<file path="src/rtl/mips_fetch_pkg.sv">
// Shared types for the instruction fetch unit: FSM state encoding,
// instruction width and the queue entry layout.
package mips_fetch_pkg;

  localparam int INSTR_W = 32;
  localparam int PC_W    = 32;

  typedef enum logic [1:0] {
    S_IDLE = 2'd0,
    S_REQ  = 2'd1,
    S_WAIT = 2'd2
  } fetch_state_t;

  typedef struct packed {
    logic [PC_W-1:0]    pc;
    logic [INSTR_W-1:0] instr;
  } fetch_entry_t;

endpackage

</file>
<file path="src/rtl/fetch_queue.sv">
// Small synchronous FIFO holding fetched {pc, instr} words.
// Flush empties it and overrides any push/pop in the same cycle.
// Storage is cleared on reset so the head reads as zero while in reset.
module fetch_queue #(
  parameter int WIDTH = 64,
  parameter int DEPTH = 2,
  localparam int AW = $clog2(DEPTH),
  localparam int CW = AW + 1
) (
  input  logic             clk,
  input  logic             rst,
  input  logic             push_i,
  input  logic [WIDTH-1:0] wdata_i,
  input  logic             pop_i,
  input  logic             flush_i,
  output logic [WIDTH-1:0] rdata_o,
  output logic             empty_o,
  output logic [CW-1:0]    count_o
);

  logic [WIDTH-1:0] mem_q [DEPTH];
  logic [AW-1:0]    wr_ptr_q;
  logic [AW-1:0]    rd_ptr_q;
  logic [CW-1:0]    cnt_q;
  logic             do_pop;

  assign do_pop  = pop_i && (cnt_q != '0);
  assign empty_o = (cnt_q == '0);
  assign count_o = cnt_q;
  assign rdata_o = mem_q[rd_ptr_q];

  // Pointer, occupancy and storage update; pointers wrap naturally (DEPTH is 2^AW)
  always_ff @(posedge clk or negedge rst) begin
    if (!rst) begin
      wr_ptr_q <= '0;
      rd_ptr_q <= '0;
      cnt_q    <= '0;
      for (int i = 0; i < DEPTH; i++) mem_q[i] <= '0;
    end else if (flush_i) begin
      wr_ptr_q <= '0;
      rd_ptr_q <= '0;
      cnt_q    <= '0;
    end else begin
      if (push_i) begin
        mem_q[wr_ptr_q] <= wdata_i;
        wr_ptr_q        <= wr_ptr_q + 1'b1;
      end
      if (do_pop) rd_ptr_q <= rd_ptr_q + 1'b1;
      cnt_q <= cnt_q + CW'(push_i) - CW'(do_pop);
    end
  end

endmodule

</file>
<file path="src/rtl/instr_fetch_unit.sv">
// Instruction fetch unit: issues one outstanding imem request at a time,
// captures the PC at grant, queues {pc, instr} and hands them to decode.
// The PC register has no enable, so pc_hold is low only in a granted cycle.
// A queue slot is reserved at request time, so the queue never overflows.
// Optional build macro: FETCH_ALIGN_CHECK_EN adds a misaligned-PC check
// that suppresses the request and raises inst_fault until the next flush.
//
// state  | meaning
// S_IDLE | first cycle after reset release, no request
// S_REQ  | request asserted when a queue slot is free
// S_WAIT | request granted, waiting for rvalid
module instr_fetch_unit
  import mips_fetch_pkg::*;
#(
  parameter int N     = 32,
  parameter int DEPTH = 2
) (
  input  logic               clk,
  input  logic               rst,
  input  logic [N-1:0]       pc_value,
  input  logic               flush,
  output logic               imem_req,
  output logic [N-1:0]       imem_addr,
  input  logic               imem_gnt,
  input  logic               imem_rvalid,
  input  logic [INSTR_W-1:0] imem_rdata,
  output logic               pc_hold,
  output logic               inst_valid,
  output logic [INSTR_W-1:0] inst_data,
  output logic [N-1:0]       inst_pc,
  input  logic               inst_ready
`ifdef FETCH_ALIGN_CHECK_EN
  ,
  output logic               inst_fault
`endif
);

  localparam int CW = $clog2(DEPTH) + 1;
  localparam logic [CW-1:0] DEPTH_C = CW'(DEPTH);

  fetch_state_t       state_q;
  logic               drop_q;
  logic [N-1:0]       pc_cap_q;
  logic [CW-1:0]      q_count;
  logic               q_empty;
  logic [N+INSTR_W-1:0] q_rdata;
  logic               room;
  logic               misalign;
  logic               grant;
  logic               resp;
  logic               push;
  logic               pop;

`ifdef FETCH_ALIGN_CHECK_EN
  logic inst_fault_q;

  assign misalign   = (state_q == S_REQ) && (pc_value[1:0] != 2'b00);
  assign inst_fault = inst_fault_q | misalign;

  // Sticky fault flag, cleared only by a redirect
  always_ff @(posedge clk or negedge rst) begin
    if (!rst)          inst_fault_q <= 1'b0;
    else if (flush)    inst_fault_q <= 1'b0;
    else if (misalign) inst_fault_q <= 1'b1;
  end
`else
  assign misalign = 1'b0;
`endif

  // Only one request in flight, so occupancy alone tells whether a slot is free
  assign room      = (q_count < DEPTH_C);
  assign imem_req  = (state_q == S_REQ) && room && !misalign;
  assign imem_addr = pc_value;
  assign grant     = imem_req && imem_gnt;
  assign pc_hold   = !grant;

  assign resp = (state_q == S_WAIT) && imem_rvalid;
  assign push = resp && !drop_q && !flush;
  assign pop  = !q_empty && inst_ready && !flush;

  assign inst_valid          = !q_empty;
  assign {inst_pc, inst_data} = q_rdata;

  // Request/response sequencing
  always_ff @(posedge clk or negedge rst) begin
    if (!rst) begin
      state_q <= S_IDLE;
    end else begin
      case (state_q)
        S_IDLE:  state_q <= S_REQ;
        S_REQ:   if (grant) state_q <= S_WAIT;
        S_WAIT:  if (imem_rvalid) state_q <= S_REQ;
        default: state_q <= S_IDLE;
      endcase
    end
  end

  // PC capture at grant and drop tracking for responses orphaned by a flush
  always_ff @(posedge clk or negedge rst) begin
    if (!rst) begin
      pc_cap_q <= '0;
      drop_q   <= 1'b0;
    end else begin
      if (grant) pc_cap_q <= pc_value;
      if (flush && (((state_q == S_WAIT) && !imem_rvalid) || grant)) drop_q <= 1'b1;
      else if (resp)                                                  drop_q <= 1'b0;
    end
  end

  fetch_queue #(
    .WIDTH (N + INSTR_W),
    .DEPTH (DEPTH)
  ) u_queue (
    .clk     (clk),
    .rst     (rst),
    .push_i  (push),
    .wdata_i ({pc_cap_q, imem_rdata}),
    .pop_i   (pop),
    .flush_i (flush),
    .rdata_o (q_rdata),
    .empty_o (q_empty),
    .count_o (q_count)
  );

endmodule

</file>
<file path="config.mk">
export PLATFORM = sky130hd
export DESIGN_NAME = instr_fetch_unit
export DESIGN_NICKNAME = d
export VERILOG_FILES = /design/src/rtl/mips_fetch_pkg.sv /design/src/rtl/fetch_queue.sv /design/src/rtl/instr_fetch_unit.sv
export SDC_FILE = /design/constraint.sdc
export NUM_CORES = 1
export LEC_CHECK = 0
export ABC_AREA = 1
export CAP_MARGIN = 20
export CORE_AREA = 3 3 156 158
export DETAILED_ROUTE_END_ITERATION = 8
export DIE_AREA = 0 0 159 161
export MAX_ROUTING_LAYER = met4
export PLACE_DENSITY = 0.69
export SLEW_MARGIN = 40
export SYNTH_ARGS = -nofsm -noshare
export SYNTH_HDL_FRONTEND = slang
export SYNTH_HIERARCHICAL = 1
export SYNTH_SLANG_ARGS = --single-unit
</file>
<file path="constraint.sdc">
create_clock -name clk -period 5.3 [get_ports clk]
set_clock_uncertainty 0.1 [all_clocks]
set_input_delay 1.06 -clock clk [delete_from_list [all_inputs] [get_ports clk]]
set_output_delay 1.06 -clock clk [all_outputs]
set_load 0.02 [all_outputs]
</file>
==> qor.yml, run 1 <==
outcome: "finished clean"
mostFrequentLayoutCells: "nand2_1, clkdlybuf4s50_1, dfrtp_1"
switching_power_w: 0.00153
gp_congestion: 0.727
dieArea_um2: 25600
internal_power_w: 0.00295
yosysTopAreaCell: "dfrtp_1"
sequentialPowerShare_pct: 38.9
syn_area_um2: 8000
worst_pin_slew_ns: 0.814
period_needed_ns: 3.76
cp.required_ns: 4.14
rows: 56
via_count: 5923
cts_buffer_depth: 2
overflow: 0
crit_path_end_kind: "primary output"
r2r_slack_ns: 2.44
cp_max_fo: 41
fillers: 2352
grt_use_met1_pct: 20.4
yosysSeqAreaShare_pct: 52.2
routedWlPerCell_um: 13.2
p_per_area_nw_per_um2: 444
ff_latch_area_um2: 4180
viasPerCell: 4.39
p_leak_nw: 4.98
cts_max_level: 4
crit_chain: "inv_2 -> buf_4 -> nand2_1 -> nand2_1 -> clkdlybuf4s50_1"
tns_ns: 0
grt_first_pass_wirelength_mm: 30.0
cts_buffers: 17
ioPinCount: 169
dr.first_iter.drc_count: 379
path_common_cell: "nand2_1"
fin_crit_sh_pct: 71.0
irDropWorstVdd_mv: 0.168
post_cts_resized: 0
fin_util_pct: 43.4
critPathKind: "flop to primary output"
nets: 1091
cts_sinks: 167
r2r-start: "state_q[0]$_DFFE_PN0P_"
routed_wl_mm: 17.9
cpPeakStageDelay_ns: 0.62
yosys_warnings: 6
clk_latency_ns: 0.42
port_buffers: 168
cp_num_buf_inv: 3
synth_cells: 905
reg2regPathDepth: 7
rsz0062_at_grt: "no"
antenna_found_initial: 0
grt_max_degree: 99
hold_end: "pc_cap_q[12]$_DFFE_PN0P_"
drtPass1Iterations: 5
grt.total_usage_pct: 14.8
report.power.total_w: 0.00448
p_sw_share_pct: 34.1
syn-mean-instance-area_um2: 8.84
die_h_um: 161
use_met3_pct: 3.90
startpoint_type: "flop"
mostFrequentLayoutCell: "nand2_1"
max_freq_ghz: 0.266
cts_tree: "yes"
initial_core_util_pct: 34.4
yosysTopAreaCellShare_pct: 52.2
coreArea_um2: 23300
ys_types: 22
hpwl_mm: 11.3
pre_cts_slack_ns: 1.43
holdBufCountCts: 0
area_growth_pct: 26.2
setup_viol: 0
cts_root_buf: "clkbuf_16"
diodes: 0
r2r-end: "u_queue/mem_q[12]$_DFFE_PN0P_"
hold_depth: 2
drtAntennaViolNets: 0
drive_gt1_share_pct: 15.0
drc: 0
grt.busiest_layer: "met2"
final-max-slew-violation-count: 0
ys_ff_latch: 167
grt_pass1_vias: 5809
slew_headroom_pct: 45.7
multiInputGateArea_um2: 2850
arrival_ns: 2.60
clkPwrFrac_pct: 26.8
die_w_um: 159
fin_ws_ns: 1.54
ys_top_cells_by_area: "dfrtp_1, nand2_1, o21ai_2, buf_6, inv_1"
crit_path_top_delay_cell: "clkdlybuf4s50_1"
clk_pin_slew_ns: 0.06
grt_use_met2_pct: 22.1
pwr-share-comb_pct: 34.3
min_from: "pc_cap_q[12]$_DFFE_PN0P_"
crit_family: "buffers and inverters"
holdWs_ns: 0.376
cap_violations: 0
syn-num-nets: 977
min_path_type: "flop to flop"
hold_viol_final: 0
postCtsSetupBuffers: 0
-- worst register-to-register path: cells and delay by family (launching register included) --
kind	cells	cell delay, ns
DFF	1	0.42
buffers and inverters	2	0.55
and+or+nand+nor	4	1.61
AOI/OAI and AO/OA	1	0.06
-- logic make-up after synthesis --
logic type	after synthesis	synth area share, %
and+or+nand+nor	446	22.1
adders and majority gates	2	0.313
DFF	167	52.2
buffers and inverters	161	12.3
AOI/OAI and AO/OA	129	13.1
-- flip-flops by register name, summed over array words and instances (netlist names) --
name              count
drop_q                1
pc_cap_q             32
state_q               2
u_queue/count_o       2
u_queue/mem_q       128
u_queue/rd_ptr_q      1
u_queue/wr_ptr_q      1
-- metrics by stage --
stage	cells	instance area (um^2)
4_1_cts	1349	10100
6_report	1350	10100
3_5_place_dp	1318	9500
3_3_place_gp	1318	9490
5_1_grt	1350	10100
2_1_floorplan	905	8000
-- final cells by class --
type                       instances  share of cell area (%)
clock buffer                      25                    5.01
clock inverter                     6                   0.657
inverter                          77                    2.86
multi-input combinational        577                    28.2
sequential                       167                    41.4
tap                              319                    3.95
timing repair buffer             179                    17.9
-- power by group through the flow --
stage               Sequential, W  Clock [W]  Combinational (W)
CTS                       0.00174    0.00125            0.00157
global route              0.00179    0.00130            0.00172
finish                    0.00174    0.00120            0.00154
floorplan                 0.00173          0           0.000978
global placement          0.00176          0            0.00154
detailed placement        0.00177          0            0.00156
-- worst max-delay path by stage --
| stage | endpoint | slack [ns] | depth (start not counted) | from |
|---|---|---|---|---|
| global placement | u_queue/mem_q[23]$_DFFE_PN0P_ | 1.51 | 6 | flush |
| detailed placement | u_queue/mem_q[40]$_DFFE_PN0P_ | 1.43 | 6 | flush |
| finish | inst_pc[6] | 1.54 | 5 | u_queue/rd_ptr_q$_DFFE_PN0P_ |
| floorplan | pc_hold | 2.53 | 3 | imem_gnt |
| global route | inst_pc[1] | 1.34 | 5 | u_queue/rd_ptr_q$_DFFE_PN0P_ |
| CTS | inst_pc[1] | 1.45 | 5 | u_queue/rd_ptr_q$_DFFE_PN0P_ |
-- Yosys cell counts (all sizes together) --
library cell / count
nand3b: 2
dfrtp: 167
clkbuf: 3
inv: 77
nor3: 2
nor2: 4
ha: 2
nand4: 2
o21ai: 128
a21oi: 1
nand2: 399
buf: 81
nand3: 37
-- routing by layer --
layer	vias to the layer above	routed length [um]
met4	0	78
met2	170	8150
met5	-	0
met3	6	935
li1	3001	-
met1	2746	8720
Note: power is estimated with default switching activity, not from simulation.
==> inputs of run 2 (changes only) <==
- clock period: 5.3 -> 3.49 ns (I/O delays scaled with it)
==> qor.yml, run 2 (synthesized netlist as in run 1, its figures left out) <==
cp_max_fo: 30
cts_root_buf: "clkbuf_16"
overflow: 0
port_buffers: 168
post_cts_resized: 0
nets: 1095
finish.instance_area_um2: 10200
holdBufCountCts: 0
final-max-slew-violation-count: 0
cts_max_level: 4
p_leak_nw: 5.04
cap_violations: 0
die_w_um: 159
via_count: 5966
ff_latch_area_um2: 4180
outcome: "finished clean"
cts_buffer_depth: 2
fillers: 2343
drc: 0
coreArea_um2: 23300
postCtsSetupBuffers: 0
r2r-start: "u_queue/count_o[1]$_DFF_PN0_"
top_regs: "u_queue/mem_q (128), pc_cap_q (32)"
diodes: 0
grt.total_usage_pct: 15.0
cp.required_ns: 2.69
routed_wl_mm: 18.1
routedWlPerCell_um: 13.3
die_h_um: 161
viasPerCell: 4.41
irDropWorstVdd_mv: 0.292
dr.first_iter.drc_count: 412
gp_congestion: 0.735
placed_area_um2: 9590
r2r_slack_ns: 1.61
worst_pin_slew_ns: 0.552
critPathKind: "flop to primary output"
hold_viol_final: 0
tns_ns: 0
arrival_ns: 2.20
crit_path_end_kind: "primary output"
area_growth_pct: 27.4
ioPinCount: 169
grt_pass1_vias: 5913
largest_reg_flops: 128
cts_buffers: 17
rsz0062_at_grt: "no"
min_path_type: "input port to async pin"
fin_util_pct: 43.8
dieArea_um2: 25600
antenna_found_initial: 0
clk_latency_ns: 0.42
holdWs_ns: 0.138
r2r-end: "u_queue/count_o[1]$_DFF_PN0_"
rows: 56
setup_viol: 0
drtPass1Iterations: 5
mostFrequentLayoutCells: "nand2_1, clkdlybuf4s50_1, dfrtp_1"
initial_core_util_pct: 34.4
startpoint_type: "flop"
drtAntennaViolNets: 0
fin_crit_sh_pct: 85.9
top_register: "u_queue/mem_q"
p_per_area_nw_per_um2: 680
clk_pin_slew_ns: 0.07
grt_max_degree: 77
max_freq_ghz: 0.334
mostFrequentLayoutCell: "nand2_1"
cts_tree: "yes"
reg2regPathDepth: 14
drive_gt1_share_pct: 15.6
slew_headroom_pct: 63.2
hpwl_mm: 11.5
multiInputGateArea_um2: 2850
cts_sinks: 167
period_needed_ns: 3.00
grt_first_pass_wirelength_mm: 30.4
run 2: area by class of cell:
cell class,instances,share of cell area [%]
Clock inverter,11,1.46
Timing Repair Buffer,183,18.3
Clock buffer,20,4.48
Sequential cell,167,41.0
Inverter,77,2.84
Multi-Input combinational cell,577,28.0
Tap cell,319,3.92
run 2: routing by layer:
layer,vias up,part of all wire (%),wire (um),track usage [%]
met2,169,46,8290,22.8
met4,0,1.5,272,4.93
li1,3022,-,-,-
met3,19,4.7,846,2.90
met1,2756,48,8660,20.3
met5,-,0,0,-
run 2: worst max-delay path by stage:
stage | from | end
floorplan | imem_rvalid | u_queue/mem_q[58]$_DFFE_PN0P_
global placement | imem_gnt | pc_hold
detailed placement | imem_gnt | pc_hold
CTS | u_queue/rd_ptr_q$_DFFE_PN0P_ | inst_pc[31]
global route | u_queue/rd_ptr_q$_DFFE_PN0P_ | inst_data[27]
finish | u_queue/rd_ptr_q$_DFFE_PN0P_ | inst_pc[31]
run 2: per-stage QoR:
stage	setup slack (ns)	total power (W)	instances
floorplan	1.44	0.00411	905
global placement	0.660	0.00501	1323
detailed placement	0.664	0.00506	1323
CTS	0.419	0.00704	1354
global route	0.337	0.00741	1354
finish	0.493	0.00693	1354
run 2: critical path: stages, from the launching register on:
cell and delay, ns:
dfrtp_2 0.42, inv_2 0.31, buf_12 0.24, nand2_1 0.07, nand2_1 0.07, clkdlybuf4s50_1 0.66
run 2: report_power, final:
group / internal, W / total [W] / leakage (nW) / switching, W
registers: 0.00241 / 0.00265 / 2.25 / 0.000246
logic: 0.00101 / 0.00234 / 2.48 / 0.00133
clock network: 0.00116 / 0.00194 / 0.300 / 0.000776
total: 0.00458 / 0.00693 / 5.04 / 0.00235
